## src/rtl/uart_debug_bridge.sv

```systemverilog
// uart_debug_bridge: byte-stream command engine that drives single AHB-Lite
// transfers (read / write / alive / error reply) from a UART byte interface.
// Byte streams: a byte moves on rx when rx_valid && rx_ready, and on tx when
// tx_valid && tx_ready; tx_data/tx_valid hold steady until accepted.
module uart_debug_bridge #(
  parameter int          ADDR_W     = 32,
  parameter int          DATA_W     = 32,
  parameter bit          AUTO_INC   = 1'b1,
  parameter logic [15:0] ALIVE_CODE = 16'h00AE
) (
  input  logic              clk,
  input  logic              rst,
  input  logic [7:0]        rx_data,
  input  logic              rx_valid,
  output logic              rx_ready,
  output logic [7:0]        tx_data,
  output logic              tx_valid,
  input  logic              tx_ready,
  output logic [ADDR_W-1:0] HADDR,
  output logic              HWRITE,
  output logic [2:0]        HSIZE,
  output logic [2:0]        HBURST,
  output logic [1:0]        HTRANS,
  output logic [DATA_W-1:0] HWDATA,
  input  logic [DATA_W-1:0] HRDATA,
  input  logic              HREADY,
  input  logic [1:0]        HRESP,
  output logic              busy,
  output logic              cmd_err,
  output logic [3:0]        o_dbg_state
);

  typedef enum logic [3:0] {
    S_IDLE, S_GET_CNT, S_GET_ADDR, S_GET_WDATA, S_AHB_ADDR,
    S_AHB_DATA, S_SEND_RD, S_SEND_ALIVE, S_SEND_ERR
  } state_t;

  localparam int                A_BYTES   = ADDR_W / 8;
  localparam int                D_BYTES   = DATA_W / 8;
  localparam logic [1:0]        A_LAST    = 2'(A_BYTES - 1);
  localparam logic [1:0]        D_LAST    = 2'(D_BYTES - 1);
  localparam logic [2:0]        HSIZE_C   = (DATA_W == 8) ? 3'd0 : (DATA_W == 16) ? 3'd1 : 3'd2;
  localparam logic [ADDR_W-1:0] ADDR_STEP = ADDR_W'(D_BYTES);

  state_t            r_state;
  state_t            w_next;
  logic [7:0]        r_count;
  logic [7:0]        r_rem;
  logic [ADDR_W-1:0] r_addr;
  logic [DATA_W-1:0] r_data;
  logic [1:0]        r_idx;
  logic              r_write;
  logic              r_cmd_err;

  logic w_rx_fire;
  logic w_tx_fire;
  logic w_bus_err;

  assign w_rx_fire = rx_valid && rx_ready;
  assign w_tx_fire = tx_valid && tx_ready;
  assign w_bus_err = (HRESP == 2'b01);

  assign HADDR       = r_addr;
  assign HWDATA      = r_data;
  assign HSIZE       = HSIZE_C;
  assign HBURST      = 3'b000;
  assign cmd_err     = r_cmd_err;
  assign o_dbg_state = r_state;

  // State register
  always_ff @(posedge clk) begin
    if (rst) r_state <= S_IDLE;
    else     r_state <= w_next;
  end

  // Next-state decode and per-state outputs
  always_comb begin
    w_next   = r_state;
    rx_ready = 1'b0;
    tx_valid = 1'b0;
    tx_data  = 8'h00;
    HTRANS   = 2'b00;
    HWRITE   = 1'b0;
    busy     = (r_state != S_IDLE);
    case (r_state)
      S_IDLE: begin
        rx_ready = !rst;
        if (w_rx_fire) begin
          case (rx_data)
            8'h82:   w_next = S_GET_CNT;
            8'h83:   w_next = S_GET_ADDR;
            8'h84:   w_next = (r_count == 8'd0) ? S_IDLE : S_AHB_ADDR;
            8'h85:   w_next = (r_count == 8'd0) ? S_IDLE : S_GET_WDATA;
            8'h86:   w_next = S_SEND_ALIVE;
            default: w_next = S_IDLE;
          endcase
        end
      end
      S_GET_CNT: begin
        rx_ready = !rst;
        if (w_rx_fire) w_next = S_IDLE;
      end
      S_GET_ADDR: begin
        rx_ready = !rst;
        if (w_rx_fire && r_idx == A_LAST) w_next = S_IDLE;
      end
      S_GET_WDATA: begin
        rx_ready = !rst;
        if (w_rx_fire && r_idx == D_LAST) w_next = S_AHB_ADDR;
      end
      S_AHB_ADDR: begin
        HTRANS = 2'b10;
        HWRITE = r_write;
        if (HREADY) w_next = S_AHB_DATA;
      end
      S_AHB_DATA: begin
        if (HREADY) begin
          if (w_bus_err)         w_next = S_SEND_ERR;
          else if (!r_write)     w_next = S_SEND_RD;
          else if (r_rem == 8'd1) w_next = S_IDLE;
          else                   w_next = S_GET_WDATA;
        end
      end
      S_SEND_RD: begin
        tx_valid = !rst;
        tx_data  = r_data[DATA_W-1 -: 8];
        if (w_tx_fire && r_idx == D_LAST) w_next = (r_rem == 8'd0) ? S_IDLE : S_AHB_ADDR;
      end
      S_SEND_ALIVE: begin
        tx_valid = !rst;
        tx_data  = (r_idx == 2'd0) ? ALIVE_CODE[15:8] : ALIVE_CODE[7:0];
        if (w_tx_fire && r_idx == 2'd1) w_next = S_IDLE;
      end
      S_SEND_ERR: begin
        tx_valid = !rst;
        tx_data  = 8'hEE;
        if (w_tx_fire) w_next = S_IDLE;
      end
      default: w_next = S_IDLE;
    endcase
  end

  // Datapath: count/address/data registers, byte index and sticky error flag
  always_ff @(posedge clk) begin
    if (rst) begin
      r_count   <= 8'd1;
      r_rem     <= 8'd0;
      r_addr    <= '0;
      r_data    <= '0;
      r_idx     <= 2'd0;
      r_write   <= 1'b0;
      r_cmd_err <= 1'b0;
    end else begin
      case (r_state)
        S_IDLE: begin
          if (w_rx_fire) begin
            r_idx <= 2'd0;
            case (rx_data)
              8'h82, 8'h83, 8'h86: ;
              8'h84: begin r_write <= 1'b0; r_rem <= r_count; end
              8'h85: begin r_write <= 1'b1; r_rem <= r_count; end
              default: r_cmd_err <= 1'b1;
            endcase
          end
        end
        S_GET_CNT: if (w_rx_fire) r_count <= rx_data;
        S_GET_ADDR: begin
          if (w_rx_fire) begin
            r_addr <= ADDR_W'({r_addr, rx_data});
            r_idx  <= r_idx + 2'd1;
          end
        end
        S_GET_WDATA: begin
          if (w_rx_fire) begin
            r_data <= DATA_W'({r_data, rx_data});
            r_idx  <= (r_idx == D_LAST) ? 2'd0 : r_idx + 2'd1;
          end
        end
        S_AHB_DATA: begin
          // A failed transfer leaves the address where it was.
          if (HREADY && !w_bus_err) begin
            if (AUTO_INC) r_addr <= r_addr + ADDR_STEP;
            r_rem <= r_rem - 8'd1;
            r_idx <= 2'd0;
            if (!r_write) r_data <= HRDATA;
          end
        end
        S_SEND_RD: begin
          if (w_tx_fire) begin
            r_data <= DATA_W'({r_data, 8'h00}) ;
            r_idx  <= (r_idx == D_LAST) ? 2'd0 : r_idx + 2'd1;
          end
        end
        S_SEND_ALIVE: if (w_tx_fire) r_idx <= r_idx + 2'd1;
        default: ;
      endcase
    end
  end

endmodule

```

## config.mk

```make
export PLATFORM = sky130hd
export DESIGN_NAME = uart_debug_bridge
export DESIGN_NICKNAME = d
export VERILOG_FILES = /design/src/rtl/uart_debug_bridge.sv
export SDC_FILE = /design/constraint.sdc
export NUM_CORES = 1
export LEC_CHECK = 0
export CORE_MARGIN = 3
export CORE_UTILIZATION = 45
export DETAILED_ROUTE_END_ITERATION = 16
export PLACE_DENSITY = 0.78
export SYNTH_ARGS = -nofsm -noshare
export SYNTH_HDL_FRONTEND = slang
export SYNTH_SLANG_ARGS = --single-unit
```

## constraint.sdc

```tcl
create_clock -name clk -period 2 [get_ports clk]
set_input_delay 0.6 -clock clk [delete_from_list [all_inputs] [get_ports clk]]
set_output_delay 0.6 -clock clk [all_outputs]
set_load 0.03 [all_outputs]
```

## Word level (Yosys, flattened, before mapping)

Cells that the tools add are included.

| storage, ports and cells | value |
|---|---|
| bits in registers | 88 |
| latch bits | 0 |
| bits in writable memories | 0 |
| ROM bits | 0 |
| input port bits | 47 |
| output and inout bits | 89 |
| logic and storage cells | 119 |
| memories kept | 0 |

| operators by class | value |
|---|---|
| add/sub/neg operators | 3 |
| multiply operators | 0 |
| div/mod/pow operators | 0 |
| order comparisons | 0 |
| eq/ne operators | 33 |
| shifts and indexed selects | 0 |
| multiplexer cells | 44 |
| bitwise logic cells | 1 |
| reductions and logical operators | 30 |

Operators by type and width:

| kind | number |
|---|---|
| $mux W32 | 6 |
| $pmux W32 S3 | 1 |
| $pmux W32 S2 | 1 |
| $eq A8 B8 Y1 const B | 5 |
| $mux W4 | 10 |
| $pmux W4 S9 | 1 |
| $add A32 B3 Y32 const B | 1 |
| $mux W8 | 4 |
| $ne A2 B2 Y1 const B | 16 |
| $pmux W8 S3 | 1 |
| $mux W2 | 10 |
| $eq A4 B3 Y1 const B | 4 |
| $logic_not A8 Y1 | 2 |
| $pmux W8 S2 | 1 |
| $pmux W3 S5 | 1 |
| $pmux W2 S6 | 1 |
| $mux W3 | 3 |
| $reduce_and A3 Y1 | 3 |
| $reduce_and A9 Y1 | 1 |
| $eq A4 B2 Y1 const B | 2 |
| $eq A8 B1 Y1 const B | 1 |
| $sub A8 B1 Y8 const B | 1 |
| $reduce_and A7 Y1 | 1 |
| $logic_and A1 B1 Y1 | 6 |
| other kinds (22) | 28 |

## Logic depth before layout (Yosys ltp)

| depth | value |
|---|---|
| word-level depth | 7 |
| mapped depth | 8 |
| depth with buffers taken out | 7 |

## Worst setup path after synthesis

No wires, ideal clock.

| timing path | value |
|---|---|
| path type | reg2out |
| start | register r_state[2], in the netlist o_dbg_state[2] |
| end | output port tx_data[1] |
| data arrival time | 1.880 ns |
| data required time | 1.400 ns |
| slack | -0.480 ns |
| cell stages (with the launch flop) | 5 |
| path buffers | 2 |
| cell sequence | dfxtp_1 > buf_2 > clkbuf_1 > nand2_1 > o21ai_0 |

| between the ends | value |
|---|---|
| longest elaborated chain between the ends | 2 |
| elaborated cells between the ends (all ways) | 4 |
| classes of those cells | eq/ne: 3; mux: 1 |

RTL lines:

| element | RTL line | source |
|---|---|---|
| start: declaration | 45 | `state_t r_state;` |
| start signal: assignment | 73 | `else r_state <= w_next;` |
| $eq A4 B4 Y1 or $eq A4 B3 Y1 (tied branches) | 85 | `case (r_state)` |
| $pmux W8 S3 * | 85 |  |
| end: declaration | 16 | `output logic [7:0] tx_data,` |

Mark *: on every way between the ends. The rest lies on a longest branch, timed or not.

## Worst setup path after layout

| timing path | value |
|---|---|
| start | register r_state[0], in the netlist o_dbg_state[0] |
| end | output port tx_data[3] |

Same word-level chain as after synthesis.

==> qor.yml <==
run_status:
  status: "complete, but fails checks"
  violations: "negative setup slack"
sta:
  final-hold-violation-count: 0
  fin_ws_ns: -0.256
  fin_crit_ns: 2.26
  slew_violations: 0
  finalSetupViolCount: 12
  rsz0062_at_grt: "true"
  skew_ns: 0.0113
  fin_crit_sh: 1.13
  fmax_ghz: 0.443
  timing.hold.ws_ns: 0.481
yosys:
  synth_top_cell_by_area: "dfxtp_1"
  synth_area_mm2: 0.00526
  synth_top_area_frac: 0.335
  synth_cell_types: 68
  synthTopCellsByArea: "dfxtp_1 33%, a21oi_1 7.0%, nand2_1 6.4%, a311oi_1 5.2%, nor2_1 3.6%"
  synth-seq-area-share: 0.335
  synth_cells: 687
  yosys_warnings: 0
  synth_area_per_cell_um2: 7.66
  async_flop_share: 0
  synth_edf_count: 0
  ys_ff_latch: 88
  synth-main-ff-cell: "dfxtp_1"
worst_setup_path:
  slowest_stage: "dfxtp_2"
  arrival_ns: 1.66
  r2r_slack_ns: -0.01
  cp.required_ns: 1.40
  start_kind: "register"
  path_class: "register to output pin"
  critical-path-top-delay-family: "buffers and inverters"
  critical_path_buf_inv_count: 4
  cpMostUsedCell: "buf_4"
  cp_max_fo: 6
  cp-end-kind: "output pin"
  critPathMaxStageDelay_ns: 0.39
  path_cells: "buf_4 -> inv_1 -> buf_4 -> a21oi_1 -> o21ai_4 -> buf_6"
placed_design:
  gp_congestion: 0.951
  port_buffers: 128
  dp_cells: 999
  hpwl_um: 14000
  place_area_mm2: 0.00739
route:
  vias_per_cell: 6.18
  drt_wl_total_um: 19900
  wl_met2_um: 9620
  wl_per_cell_um: 19.3
  ant_nets: 0
  vias: 6388
  drt_iter0_drc: 762
  met1_length_um: 8030
  wl_met3_um: 1830
  route.detailed.drc: 0
  drt_pre_antenna_iters: 7
  top_layer_used: "met4"
cells_and_area:
  nFillCells: 842
  n_antenna_cell: 0
  final_area_mm2: 0.00808
  drive_gt1_frac: 0.249
  utilization: 0.726
  final-instance-count-excl-fill: 1034
  syn_to_final_growth_pct: 53.5
  nets: 943
floorplan:
  dieArea_mm2: 0.0130
  initial_core_util: 0.473
  placementRows: 38
  fp.dieH_um: 114
  coreArea_mm2: 0.0111
  die_x_um: 114
  pin_count: 136
clocking:
  cts.clk_slew.worst_paths_ns: 0.06
  cts_tree: "built"
  cts-root-buf: "clkbuf_16"
  clockBufferDepth: 2
  clock_latency_ns: 0.35
  htree_levels: 3
  cts_sinks: 88
  tritoncts.num_buffers: 9
power_and_ir_drop:
  ir_worst_vdd_uv: 400
  power_density_mw_per_mm2: 530
  p_leak_nw: 3.38
grt:
  grt_start_max_net_pins: 44
  grt_pass1_vias: 6021
  grt_pass1_wl_um: 30500
  overflow: 0
  antenna_found_initial: 0
  grt_usage: 0.288
worst_hold_path:
  hold_path_class: "register to register"
run:
  drv_cap: 0
-- layout by cell type (no fill, tap or decap), types with 10 or more instances in the layout --
cell,n
buf_4,108
nand2_1,89
dfxtp_1,77
a21oi_1,73
dlygate4sd2_1,65
nor2_1,46
clkdlybuf4s50_1,40
a311oi_1,30
o21ai_0,27
a211oi_1,19
nand3_1,19
mux2i_1,16
buf_6,16
inv_1,14
nor3_1,11
buf_12,11
clkbuf_16,10
-- final cells by class --
cell class,instances,area (um2),area share
Sequential cell,88,1780,0.221
Multi-Input combinational cell,522,3420,0.423
Clock buffer,9,225,0.0279
Clock inverter,7,70.1,0.00868
Inverter,14,52.6,0.00651
Tap cell,140,175,0.0217
Timing Repair Buffer,254,2350,0.291
-- repair_timing --
action	4_1_cts	5_1_grt
pin swaps	4	12
hold buffers	0	0
cloned	0	3
setup endpoints to repair	114	69
setup buffers	3	13
resized for setup	94	53
-- Yosys cell counts (all sizes together) (12+ instances only) --
cell	n
nor2	51
inv	14
nand2	91
a211oi	20
and3	12
dfxtp	88
o21ai	36
a21oi	74
buf	38
mux2i	16
nor3	14
clkbuf	30
a311oi	31
nand3	23
-- stage by stage --
stage | TNS [ns] | setup slack (ns) | power (mW)
finish | -2.11 | -0.256 | 4.28
floorplan | -0.0250 | -0.0250 | 2.17
detailed placement | -32.25 | -0.656 | 2.50
global route | -2.96 | -0.289 | 4.43
global placement | -28.89 | -0.607 | 2.49
CTS | -2.19 | -0.239 | 4.16
-- worst paths after layout --
kind	from	endpoint	cells past startpoint
max reg2reg	o_dbg_state[2]$_SDFFE_PP0P_	HWDATA[29]$_SDFFE_PP0P_	8
min	r_rem[6]$_SDFFE_PP0P_	r_rem[6]$_SDFFE_PP0P_	2
max	o_dbg_state[0]$_SDFFE_PP0P_	tx_data[3]	6
min reg2reg	r_rem[6]$_SDFFE_PP0P_	r_rem[6]$_SDFFE_PP0P_	2
-- logic make-up after synthesis --
| logic type | count (synthesis) | synth area share |
|---|---|---|
| adder cells (fa/ha/maj) | 7 | 0.0166 |
| AND/OR/NAND/NOR | 264 | 0.257 |
| buffers and inverters | 82 | 0.0704 |
| multiplexers | 16 | 0.0304 |
| flip-flops | 88 | 0.335 |
| other | 2 | 0.00143 |
| AO/OA/AOI/OAI | 228 | 0.289 |
-- power breakdown --
part           switching, mW  leakage (nW)  internal [mW]
Clock                  0.806         0.142          0.881
Sequential            0.0248         0.716           1.77
Combinational          0.414          2.53          0.379
Total                   1.25          3.38           3.03
-- state kept, by name, indices dropped and copies added, names as in the netlist --
register     flops
HADDR           32
r_rem            8
r_count          8
r_idx            2
cmd_err          1
HWDATA          32
r_write          1
o_dbg_state      4
-- worst register-to-register path, stage by stage, from the launching register on --
cell and delay [ns]:
dfxtp_4 0.36, buf_6 0.13, buf_12 0.13, nor2b_2 0.22, a31oi_1 0.17, o21ai_4 0.24, clkbuf_4 0.24, a21oi_1 0.11
a311oi_1 0.32
-- metal layers --
layer | up-vias | track usage
met5 | - | 0
met4 | 0 | 0.113
li1 | 2943 | -
met1 | 3025 | 0.378
met2 | 371 | 0.475
met3 | 49 | 0.0460
Power figures use the tool's default switching activity.
